File: config.mk
export PLATFORM = sky130hd
export DESIGN_NAME = mac_seq_ctrl
export DESIGN_NICKNAME = d
export VERILOG_FILES = /design/src/rtl/mac_seq_ctrl.sv
export SDC_FILE = /design/constraint.sdc
export NUM_CORES = 1
export LEC_CHECK = 0
export BUFFER_PORTS_ARGS = -buffer_cell sky130_fd_sc_hd__buf_2
export CAP_MARGIN = 20
export CORE_AREA = 2 2 58 60
export CTS_CLUSTER_DIAMETER = 40
export DETAILED_ROUTE_END_ITERATION = 10
export DIE_AREA = 0 0 60 62
export GPL_TIMING_DRIVEN = 1
export HOLD_SLACK_MARGIN = 0.06
export MAX_ROUTING_LAYER = met4
export PLACE_DENSITY = 0.8
export SYNTH_ARGS = -nofsm -noshare
export SYNTH_HDL_FRONTEND = slang
export SYNTH_SLANG_ARGS = --single-unit
File: constraint.sdc
create_clock -name clk -period 2.3 [get_ports clk]
set_input_delay 0.46 -clock clk [delete_from_list [all_inputs] [get_ports clk]]
set_output_delay 0.46 -clock clk [all_outputs]
set_load 0.01 [all_outputs]
File: src/rtl/mac_seq_ctrl.sv
`default_nettype none
// ============================================================================
// Module   : mac_seq_ctrl
// Purpose  : Sequencer and accumulator wrapped around an external 4x4
//            sequential shift-add multiplier. Operand pairs are accepted on a
//            valid/ready stream and each pair gets one mul_start pulse. The
//            operands are held on mul_a/mul_b while the multiply runs. The
//            8-bit product is sampled MUL_LAT cycles after the start pulse
//            and added into an accumulator. When the pair tagged last has
//            been added, the sum is presented on a valid/ready output.
// Revision : 1.0 - initial release
// ----------------------------------------------------------------------------
// Parameters
//   MUL_LAT   cycles from the mul_start cycle to the mul_op sample cycle (>= 2)
//   ACC_W     accumulator width in bits (>= 8)
// Ports
//   clk        in   1      system clock, rising edge
//   rst_n      in   1      asynchronous active-low reset
//   in_valid   in   1      operand pair valid
//   in_ready   out  1      controller can accept a pair (IDLE only)
//   in_a       in   4      multiplicand, unsigned
//   in_b       in   4      multiplier, unsigned
//   in_last    in   1      final pair of the current sum
//   mul_start  out  1      one-cycle start pulse to the multiplier
//   mul_a      out  4      multiplicand to the multiplier (held)
//   mul_b      out  4      multiplier to the multiplier (held)
//   mul_op     in   8      product from the multiplier
//   acc_valid  out  1      sum valid
//   acc_ready  in   1      downstream accepts the sum
//   acc_out    out  ACC_W  accumulated sum, unsigned
//   acc_ovf    out  1      sticky: the sum wrapped past 2^ACC_W - 1
//   busy       out  1      high in every state except IDLE
// ============================================================================
module mac_seq_ctrl #(
  parameter int MUL_LAT = 5,
  parameter int ACC_W   = 12
) (
  input  logic             clk,
  input  logic             rst_n,
  input  logic             in_valid,
  output logic             in_ready,
  input  logic [3:0]       in_a,
  input  logic [3:0]       in_b,
  input  logic             in_last,
  output logic             mul_start,
  output logic [3:0]       mul_a,
  output logic [3:0]       mul_b,
  input  logic [7:0]       mul_op,
  output logic             acc_valid,
  input  logic             acc_ready,
  output logic [ACC_W-1:0] acc_out,
  output logic             acc_ovf,
  output logic             busy
);

  // The wait counter is loaded with MUL_LAT-2, which needs clog2(MUL_LAT-1)
  // bits; keep at least one bit so MUL_LAT=2 (load value 0) still elaborates.
  localparam int c_CNT_W = (MUL_LAT > 2) ? $clog2(MUL_LAT - 1) : 1;
  localparam logic [c_CNT_W-1:0] c_CNT_LOAD = c_CNT_W'(MUL_LAT - 2);

  typedef enum logic [2:0] {
    S_IDLE  = 3'd0,
    S_START = 3'd1,
    S_WAIT  = 3'd2,
    S_ACC   = 3'd3,
    S_OUT   = 3'd4
  } state_t;

  state_t             r_state;
  state_t             w_next;

  logic [3:0]         r_a;
  logic [3:0]         r_b;
  logic               r_last;
  logic [c_CNT_W-1:0] r_cnt;
  logic [ACC_W-1:0]   r_acc;
  logic               r_ovf;

  logic               w_accept;
  logic [ACC_W:0]     w_sum;

  // A pair is only taken in IDLE; in_valid in any other state is ignored.
  assign w_accept = (r_state == S_IDLE) && in_valid;

  // One extra bit on the adder captures the carry out of the accumulator.
  assign w_sum = {1'b0, r_acc} + {{(ACC_W - 7){1'b0}}, mul_op};

  // --------------------------------------------------------------------------
  // State register
  // --------------------------------------------------------------------------
  always_ff @(posedge clk or negedge rst_n) begin
    if (!rst_n) begin
      r_state <= S_IDLE;
    end else begin
      r_state <= w_next;
    end
  end

  // --------------------------------------------------------------------------
  // Next state and state-decoded outputs
  // --------------------------------------------------------------------------
  always_comb begin
    w_next    = r_state;
    in_ready  = 1'b0;
    mul_start = 1'b0;
    acc_valid = 1'b0;
    busy      = 1'b1;
    case (r_state)
      S_IDLE: begin
        in_ready = 1'b1;
        busy     = 1'b0;
        if (in_valid) begin
          w_next = S_START;
        end
      end
      S_START: begin
        mul_start = 1'b1;
        w_next    = S_WAIT;
      end
      S_WAIT: begin
        // START plus (MUL_LAT-1) WAIT cycles puts ACC exactly MUL_LAT
        // cycles after the start pulse.
        if (r_cnt == '0) begin
          w_next = S_ACC;
        end
      end
      S_ACC: begin
        w_next = r_last ? S_OUT : S_IDLE;
      end
      S_OUT: begin
        acc_valid = 1'b1;
        if (acc_ready) begin
          w_next = S_IDLE;
        end
      end
      default: begin
        w_next = S_IDLE;
      end
    endcase
  end

  // --------------------------------------------------------------------------
  // Operand hold registers: only an IDLE acceptance changes them, so the
  // multiplier sees stable operands from the start pulse to the sample cycle.
  // --------------------------------------------------------------------------
  always_ff @(posedge clk or negedge rst_n) begin
    if (!rst_n) begin
      r_a    <= 4'd0;
      r_b    <= 4'd0;
      r_last <= 1'b0;
    end else if (w_accept) begin
      r_a    <= in_a;
      r_b    <= in_b;
      r_last <= in_last;
    end
  end

  // --------------------------------------------------------------------------
  // Latency down-counter
  // --------------------------------------------------------------------------
  always_ff @(posedge clk or negedge rst_n) begin
    if (!rst_n) begin
      r_cnt <= '0;
    end else if (r_state == S_START) begin
      r_cnt <= c_CNT_LOAD;
    end else if ((r_state == S_WAIT) && (r_cnt != '0)) begin
      r_cnt <= r_cnt - 1'b1;
    end
  end

  // --------------------------------------------------------------------------
  // Accumulator and sticky overflow. mul_op is looked at only in ACC; the sum
  // and flag are cleared when the downstream consumes the result.
  // --------------------------------------------------------------------------
  always_ff @(posedge clk or negedge rst_n) begin
    if (!rst_n) begin
      r_acc <= '0;
      r_ovf <= 1'b0;
    end else if (r_state == S_ACC) begin
      r_acc <= w_sum[ACC_W-1:0];
      if (w_sum[ACC_W]) begin
        r_ovf <= 1'b1;
      end
    end else if ((r_state == S_OUT) && acc_ready) begin
      r_acc <= '0;
      r_ovf <= 1'b0;
    end
  end

  assign mul_a   = r_a;
  assign mul_b   = r_b;
  assign acc_out = r_acc;
  assign acc_ovf = r_ovf;

endmodule
`default_nettype wire
==> out/qor.yml, run 1 <==
outcome:
  status: "completed"
floorplanning:
  chipHeight_um: 62
  initial_core_util_pct: 47.89
  coreArea_um2: 3179
  die_w_um: 60
  pin_count: 46
  die_area_um2: 3720
  rows: 21
drt:
  drtPass1Iterations: 4
  wl_per_cell_um: 13.39
  routed_via_density: 5.239
  dr.first_iter.drc_count: 46
  dr_total_vias: 1205
  drc: 0
  totalWireLength_mm: 3.079
  antenna_left: 0
clocking:
  h-tree-depth: 1
  cts_buffer_depth: 2
  cts_num_sinks: 27
  clk_latency_ns: 0.34
  cts_buffers: 3
  cts_hold_buf: 0
  cts_tree: "done"
  path_clk_slew_ns: 0.15
  root_buffer: "clkbuf_4"
global_route:
  grt_max_degree: 28
  grt_pass1_vias: 1191
  grt_pass1_wl_mm: 5.009
  grt_antenna_before_repair: 0
  overflow: 0
  track_usage_pct: 18.36
sta:
  rsz0062_at_grt: "false"
  holdWs_ns: 0.1016
  fmax_mhz: 466.4
  relSlewSlack_pct: 59.90
  worst_pin_slew_ns: 0.6015
  setup_tns_ns: 0
  clock-skew-final_ns: 0.01197
  period_needed_ns: 2.144
  post-route-period-util_pct: 93.21
  hold_viol_final: 0
  setup_viol: 0
  report.final.slew_viol_count: 0
finish:
  drive_above_1_share_pct: 38.59
  nNetsFinal: 216
  fillers: 291
  final_util_pct: 56.47
  register_area_um2: 675.6
  n_antenna_cell: 0
  area_growth_pct: 17.91
  multiInputGateArea_um2: 783.3
  final_area_um2: 1795
logic_synthesis:
  synth_enable_flop_cells: 0
  syn_area_um2: 1523
  async_flop_share_pct: 100.0
  ys_seq_area_share_pct: 44.37
  synth_warnings: 0
  postSynthAreaPerCell_um2: 10.88
  synth_cell_types: 39
  synth.net_count: 171
  synth_seq_cells: 27
  synth_cells: 140
  synthFlopType: "dfrtp_1"
placed_design:
  port-buffer-count: 45
  place_hpwl_mm: 2.402
  place_area_um2: 1765
  gp_congestion: 0.9013
setup_path:
  end_kind: "flop"
  cp-start-kind: "flop"
  cp_slowest_stage_delay_ns: 0.42
  slowest_stage: "dfrtp_1"
  path_class: "flop to flop"
  worstPathRequired_ns: 2.55
  crit_buf_inv: 1
  cp_max_fo: 4
  cp.arrival_ns: 2.39
  crit_family: "compound AO/OA/AOI/OAI gates"
  cp_cell_sequence: "ha_1 -> fa_2 -> a211oi_2 -> nor2_1 -> o41ai_4 -> buf_4 -> o211ai_1 -> o31ai_1"
hold_path:
  holdCritPathClass: "input pin to asynchronous set/reset pin"
run:
  drv_cap: 0
power_and_ir_drop:
  fin_total_pwr_uw: 2339
  ir_worst_vdd_v: 0.0006736
  p_per_area_nw_per_um2: 1303
  power.leakage_uw: 0.0008891
-- worst register-to-register path, stage by stage (launching register included) --
cell and delay (ns):
dfrtp_1 0.42, ha_1 0.22, fa_2 0.39, a211oi_2 0.23
nor2_1 0.12, o41ai_4 0.33, buf_4 0.19, o211ai_1 0.09
o31ai_1 0.08
-- cell usage in the layout, fill, tap and decap left out, drive strengths merged, types with 3 or more instances in the layout --
cell type and count:
a21oi 11, mux2 10, o21ai 7, nor2 5, xnor2 3, dfrtp 27
nor3b 3, a21o 6, nand2 14, clkbuf 3, inv 5, ha 9
mux2i 3, o31ai 3, nand3 6, buf 46
-- synth_stat cells, types with 2 or more instances --
cell type	instances	area [um2]
nor3b_1	3	22.52
nor2_1	5	18.77
mux2i_1	3	30.03
a21oi_1	10	50.05
o31ai_1	3	22.52
nand2_1	13	48.80
xor2_1	2	17.52
nand3_1	6	30.03
ha_1	9	112.6
nor3_1	2	10.01
a21o_1	4	30.03
o211ai_1	2	15.01
dfrtp_1	27	675.7
mux2_2	10	112.6
buf_2	2	10.01
nand4_1	2	12.51
o21ai_0	7	35.03
inv_1	4	15.01
buf_6	3	33.78
xnor2_1	3	26.28
a21o_2	2	17.52
-- power breakdown --
group / switching, uW / internal (uW) / leakage [uW]
Sequential: 189 / 677 / 0.000334
Clock: 147 / 65.4 / 0.0000177
Combinational: 640 / 621 / 0.000537
-- cell families (layout without fill, tap and decap cells) --
kind of cell    Yosys count  in the layout  share of synthesized area, %
simple gates             37             37                         12.57
mux                      13             13                         9.368
buf+inv                  11             55                         4.354
compound gates           37             37                         17.75
xor+xnor                  5              5                         2.876
flops                    27             27                         44.37
fa+ha+maj                10             10                         8.710
-- what timing repair did --
item / in CTS / in global routing
resized for setup: 0 / 1
setup buffers: 0 / 0
setup endpoints to repair: 0 / 2
-- flip-flops by register name, indices dropped and copies added (netlist names) --
register and cells:
r_state 3, r_cnt 2, acc_out 12, mul_b 4, r_last 1, acc_ovf 1, mul_a 4
-- metal layers --
layer | share of wire, % | vias up | wire [um] | track usage, %
met2 | 49 | 45 | 1495 | 30.43
li1 | - | 598 | - | -
met5 | 0 | - | 0 | -
met3 | 5.5 | 2 | 169 | 3.313
met4 | 0.78 | 0 | 24 | 7.302
met1 | 45 | 560 | 1390 | 22.25
-- per-stage QoR --
stage,instances,worst slack [ns]
after detailed placement,226,-0.04755
after CTS,230,0.08721
after global placement,226,0.02106
final,230,0.1561
after global routing,230,0.03158
after floorplan,140,0.1600
-- path summary, 6_finish.rpt --
path	end	cells after the start	slack, ns	startpoint
min in group clk	r_state[2]	2	0.34	acc_ready
max reg2reg	acc_out[10]	8	0.16	acc_out[0]
max	acc_out[10]	8	0.16	acc_out[0]
min reg2reg	r_state[2]	2	0.51	r_last
min	acc_out[5]	1	0.10	rst_n
max in group asynchronous	acc_out[0]	1	1.80	rst_n
-- final cells by class --
class	count	area share (%)
Multi-Input combinational cell	102	43.62
Sequential cell	27	37.63
Timing Repair Buffer	46	12.96
Tap cell	46	3.206
Clock buffer	3	1.254
Inverter	5	1.045
Clock inverter	1	0.2787
Note: power is estimated with default switching activity, not from simulation.
==> run 2: changes to the inputs <==
Settings changed: MAX_ROUTING_LAYER met4 to not set, TNS_END_PERCENT set to 50.
==> run 2 against run 1 <==
Net effect: final cell count stayed put; count of clock-buffer cells in the layout stayed put; critical path depth unchanged; total power hardly changed; clock skew grew 0.00064 ns; critical endpoint unchanged; highest routed layer unchanged.
==> out/qor.yml, run 2 (synthesis results as in run 1) <==
finish:
  final_common_cell: "buf_2"  # unchanged
  nNetsFinal: 216  # unchanged
  final_util_pct: 56.47  # unchanged
  layout_common_cells: "45 x buf_2, 27 x dfrtp_1, 13 x nand2_1"  # unchanged
  area_growth_pct: 17.91  # unchanged
  drive_above_1_share_pct: 38.59  # unchanged
  fin_cells: 230  # unchanged
  n_antenna_cell: 0  # unchanged
  largest_reg_flops: 12  # unchanged
power_and_ir_drop:
  ir_worst_vdd_v: 0.0006743  # was 0.0006736 V
  power.leakage_uw: 0.0008891  # unchanged
  p_per_area_nw_per_um2: 1304  # was 1303 nW/um2
clocking:
  cts_tree: "done"  # unchanged
  path_clk_slew_ns: 0.15  # about the same
  cts_buffer_depth: 2  # unchanged
  cts_num_sinks: 27  # unchanged
  h-tree-depth: 1  # unchanged
  clk_latency_ns: 0.34  # about the same
  cts_buffers: 3  # unchanged
  cts_hold_buf: 0  # unchanged
  root_buffer: "clkbuf_4"  # unchanged
  postCtsSetupBuffers: 0  # unchanged
sta:
  report.final.slew_viol_count: 0  # unchanged
  post-route-period-util_pct: 92.86  # was 93.21%
  worst_pin_slew_ns: 0.6020  # was 0.6015 ns
  fmax_mhz: 468.2  # was 466.4 MHz
  clock-skew-final_ns: 0.01261  # was 0.01197 ns
  setup_viol: 0  # unchanged
  rsz0062_at_grt: "false"  # unchanged
  period_needed_ns: 2.136  # was 2.144 ns
  relSlewSlack_pct: 59.87  # was 59.90%
  hold_viol_final: 0  # unchanged
  layout_setup_ws_ns: 0.1642  # was 0.1561 ns
drt:
  antenna_left: 0  # unchanged
  wl_per_cell_um: 13.37  # was 13.39 um
  dr_total_vias: 1200  # was 1205
  totalWireLength_mm: 3.076  # was 3.079 mm
  drtPass1Iterations: 4  # unchanged
  drc: 0  # unchanged
  routed_via_density: 5.217  # was 5.239
  dr.first_iter.drc_count: 45  # was 46
outcome:
  status: "completed"  # unchanged
floorplanning:
  die_w_um: 60  # unchanged
  rows: 21  # unchanged
  die_area_um2: 3720  # unchanged
  chipHeight_um: 62  # unchanged
  coreArea_um2: 3179  # unchanged
  initial_core_util_pct: 47.89  # unchanged
  pin_count: 46  # unchanged
setup_path:
  crit_buf_inv: 1  # unchanged
  cp_slowest_stage_delay_ns: 0.42  # about the same
  cp_max_fo: 4  # unchanged
  crit_family: "compound AO/OA/AOI/OAI gates"  # unchanged
  path_class: "flop to flop"  # unchanged
  cp_cell_sequence: "ha_1 -> fa_2 -> a211oi_2 -> nor2_1 -> o41ai_4 -> buf_4 -> o211ai_1 -> o31ai_1"  # unchanged
  rrSetupSlack_ns: 0.16  # about the same
  worstPathRequired_ns: 2.55  # about the same
  end_kind: "flop"  # unchanged
  slowest_stage: "dfrtp_1"  # unchanged
  cp-start-kind: "flop"  # unchanged
  cp.arrival_ns: 2.38  # was 2.39 ns
run:
  drv_cap: 0  # unchanged
global_route:
  grt_pass1_vias: 1189  # was 1191
  overflow: 0  # unchanged
  grt_antenna_before_repair: 0  # unchanged
  grt_pass1_wl_mm: 5.009  # unchanged
  track_usage_pct: 17.79  # was 18.36%
  grt_max_degree: 28  # unchanged
placed_design:
  place_hpwl_mm: 2.402  # unchanged
  pre_cts_ws_ns: -0.04755  # unchanged
  port-buffer-count: 45  # unchanged
  placedCellCount: 226  # unchanged
  gp_congestion: 0.8864  # was 0.9013
hold_path:
  holdCritPathClass: "input pin to asynchronous set/reset pin"  # unchanged
-- run 2: cell counts in the layout (fill, tap and decap cells not counted) --
No cell type changed its count.
-- run 2: final cells by class --
cell class / count / area [um2]
Clock buffer: 3 / 22.52
Timing Repair Buffer: 46 / 232.7
Clock inverter: 1 / 5.005
Multi-Input combinational cell: 102 / 783.3
Tap cell: 46 / 57.56
Fill cell: 291 / 1384
Sequential cell: 27 / 675.6
Inverter: 5 / 18.77
-- run 2: path summary, 6_finish.rpt --
kind	cells after the start	start	endpoint
min in group clk	2	acc_ready	r_state[2]
setup / recovery	8	acc_out[0]	acc_out[10]
setup reg to reg	8	acc_out[0]	acc_out[10]
max in group asynchronous	1	rst_n	acc_out[0]
hold reg to reg	2	r_last	r_state[2]
hold / removal	1	rst_n	acc_out[5]
-- run 2: through the flow --
stage,cell area [um2],total power (uW),hold WS (ns),TNS (ns)
final,1795,2341,0.1011,0
after global routing,1795,2558,0.1307,0
after CTS,1793,2354,0.1220,0
after detailed placement,1765,2142,0.4765,-0.09394
after global placement,1765,2067,0.4673,0
after floorplan,1523,1797,0.1644,0
-- run 2: report_power, final --
group          switching [uW]  internal [uW]  total (uW)  leakage (uW)
Sequential                191            677         868      0.000334
Combinational             640            621        1260      0.000537
Clock                     147           65.4         212     0.0000177
-- run 2: what timing repair did --
| action | in CTS | in global routing |
|---|---|---|
| hold endpoints to repair | 0 | 0 |
| gates resized for setup | 0 | 1 |
| endpoints found under the setup margin | 0 | 2 |
-- run 2: per-layer routing --
metal | share of wire, % | up-vias | GRT usage, % | wire, um
li1 | - | 598 | - | -
met1 | 45 | 554 | 22.12 | 1384
met2 | 48 | 46 | 30.28 | 1481
met3 | 6.0 | 2 | 3.727 | 185
met4 | 0.78 | 0 | 7.302 | 24
met5 | 0 | - | 0 | 0
==> run 3: changes to the inputs <==
Settings changed: BUFFER_PORTS_ARGS -buffer_cell sky130_fd_sc_hd__buf_2 to -buffer_cell sky130_fd_sc_hd__buf_4, CORE_AREA 2 2 58 60 to 8 8 64 66, DIE_AREA 0 0 60 62 to 0 0 72 74.
==> run 3 against run 2 <==
Net effect: hold slack improved by 0.23 ns; final cell count increased by 0.43%; combinational power increased by 10%; sequential power increased by 0.8%; largest cell class unchanged.
==> out/qor.yml, run 3 (synthesis results as in run 1) <==
finish:
  area_growth_pct: 26.13  # was 17.91%
  multiInputGateArea_um2: 783.3  # unchanged
  fillers: 276  # was 291
  fin_cells: 231  # was 230
  drive_above_1_share_pct: 38.38  # was 38.59%
  nNetsFinal: 217  # was 216
  final_area_um2: 1921  # was 1795 um2
  largest_reg_flops: 12  # unchanged
  final_common_cell: "buf_4"  # was buf_2
  n_antenna_cell: 0  # unchanged
  register_area_um2: 675.6  # unchanged
  layout_common_cells: "46 x buf_4, 27 x dfrtp_1, 13 x nand2_1"  # was 45 x buf_2, 27 x dfrtp_1, 13 x nand2_1
placed_design:
  placedCellCount: 226  # unchanged
  place_area_um2: 1878  # was 1765 um2
  pre_cts_ws_ns: -0.04323  # was -0.04755 ns
  port-buffer-count: 45  # unchanged
  place_hpwl_mm: 2.702  # was 2.402 mm
  gp_congestion: 0.8215  # was 0.8864
clocking:
  cts_buffer_depth: 2  # unchanged
  path_clk_slew_ns: 0.14  # was 0.15 ns
  cts_num_sinks: 27  # unchanged
  root_buffer: "clkbuf_4"  # unchanged
  clk_latency_ns: 0.34  # about the same
  cts_tree: "done"  # unchanged
  cts_buffers: 3  # unchanged
  postCtsSetupBuffers: 0  # unchanged
  h-tree-depth: 1  # unchanged
sta:
  clock-skew-final_ns: 0.01633  # was 0.01261 ns
  relSlewSlack_pct: 63.24  # was 59.87%
  period_needed_ns: 2.166  # was 2.136 ns
  fmax_mhz: 461.8  # was 468.2 MHz
  setup_viol: 0  # unchanged
  report.final.slew_viol_count: 0  # unchanged
  post-route-period-util_pct: 94.15  # was 92.86%
  hold_viol_final: 0  # unchanged
  worst_pin_slew_ns: 0.5503  # was 0.6020 ns
  holdWs_ns: 0.3321  # was 0.1011 ns
  layout_setup_ws_ns: 0.1345  # was 0.1642 ns
  rsz0062_at_grt: "false"  # unchanged
drt:
  totalWireLength_mm: 3.428  # was 3.076 mm
  drtPass1Iterations: 5  # was 4
  dr.first_iter.drc_count: 71  # was 45
  routed_via_density: 5.333  # was 5.217
  dr_total_vias: 1232  # was 1200
  drc: 0  # unchanged
  wl_per_cell_um: 14.84  # was 13.37 um
  antenna_left: 0  # unchanged
floorplanning:
  chipHeight_um: 74  # was 62 um
  pin_count: 46  # unchanged
  die_w_um: 72  # was 60 um
  rows: 21  # unchanged
  initial_core_util_pct: 47.89  # unchanged
  die_area_um2: 5328  # was 3720 um2
  coreArea_um2: 3179  # unchanged
global_route:
  grt_pass1_wl_mm: 5.720  # was 5.009 mm
  overflow: 0  # unchanged
  grt_pass1_vias: 1260  # was 1189
  grt_max_degree: 28  # unchanged
  track_usage_pct: 13.30  # was 17.79%
  grt_antenna_before_repair: 0  # unchanged
setup_path:
  path_class: "flop to flop"  # unchanged
  cp-start-kind: "flop"  # unchanged
  end_kind: "flop"  # unchanged
  worstPathRequired_ns: 2.54  # was 2.55 ns
  cp.arrival_ns: 2.40  # was 2.38 ns
  cp_max_fo: 4  # unchanged
outcome:
  status: "completed"  # unchanged
run:
  drv_cap: 0  # unchanged
power_and_ir_drop:
  power.leakage_uw: 0.0009193  # was 0.0008891 uW
  ir_worst_vdd_v: 0.0007365  # was 0.0006743 V
  p_per_area_nw_per_um2: 1292  # was 1304 nW/um2
  fin_total_pwr_uw: 2481  # was 2341 uW
hold_path:
  holdCritPathClass: "input pin to flop"  # was input pin to asynchronous set/reset pin
==> run 3: changes by cell type in the layout (fill, tap and decap cells not counted) <==
cell / previous run / this run
clkinv_2: 1 / 0
buf_2: 45 / 0
clkinvlp_4: 0 / 1
dlygate4sd3_1: 0 / 1
buf_4: 1 / 46
==> run 3: layer usage <==
metal | track usage, % | vias up | part of all wire [%]
met5 | 0 | - | 0
met4 | 4.082 | 0 | 0.41
met3 | 4.313 | 3 | 7.6
met2 | 22.98 | 40 | 50
met1 | 15.32 | 595 | 42
li1 | - | 594 | -
==> run 3: critical path, stage by stage (launching register included) <==
cell and delay, ns:
dfrtp_1 0.43, ha_1 0.22, fa_2 0.38, a211oi_2 0.28, nor2_1 0.13, o41ai_4 0.31
buf_4 0.18, o211ai_1 0.08, o31ai_1 0.09
==> run 3: final timing paths <==
kind                                  from         end  slack, ns  cells past startpoint
worst max-delay path            acc_out[0]  acc_out[8]       0.13                      8
worst min-delay path             acc_ready  r_state[2]       0.33                      2
worst max register to register  acc_out[0]  acc_out[8]       0.13                      8
worst min register to register      r_last  r_state[2]       0.53                      2
max in group asynchronous            rst_n  r_state[0]       1.48                      2
min in group asynchronous            rst_n  acc_out[4]       0.56                      2
==> run 3: per-stage QoR <==
stage | util, % | TNS, ns
after detailed placement | 59.07 | -0.07139
after global placement | 59.07 | 0
after floorplan | - | 0
after global routing | 60.41 | 0
final | 60.41 | 0
after CTS | 60.33 | 0
==> run 3: final cells by class <==
type / count / share of cell area, %
Clock inverter: 1 / 0.3909
Multi-Input combinational cell: 102 / 40.78
Clock buffer: 3 / 1.173
Sequential cell: 27 / 35.18
Inverter: 5 / 0.9772
Timing Repair Buffer: 47 / 18.50
Tap cell: 46 / 2.997
==> run 3: timing repair <==
| item | CTS | global route |
|---|---|---|
| hold buffers | 1 | 0 |
| hold endpoints to repair | 27 | 0 |
| gates resized for setup | 0 | 1 |
| setup endpoints to repair | 0 | 1 |
==> run 3: power by group <==
| group | internal [uW] | switching (uW) | leakage [uW] |
|---|---|---|---|
| logic | 729 | 659 | 0.000571 |
| clock network | 66.6 | 151 | 0.0000139 |
| registers | 677 | 198 | 0.000334 |
| total | 1470 | 1010 | 0.000919 |
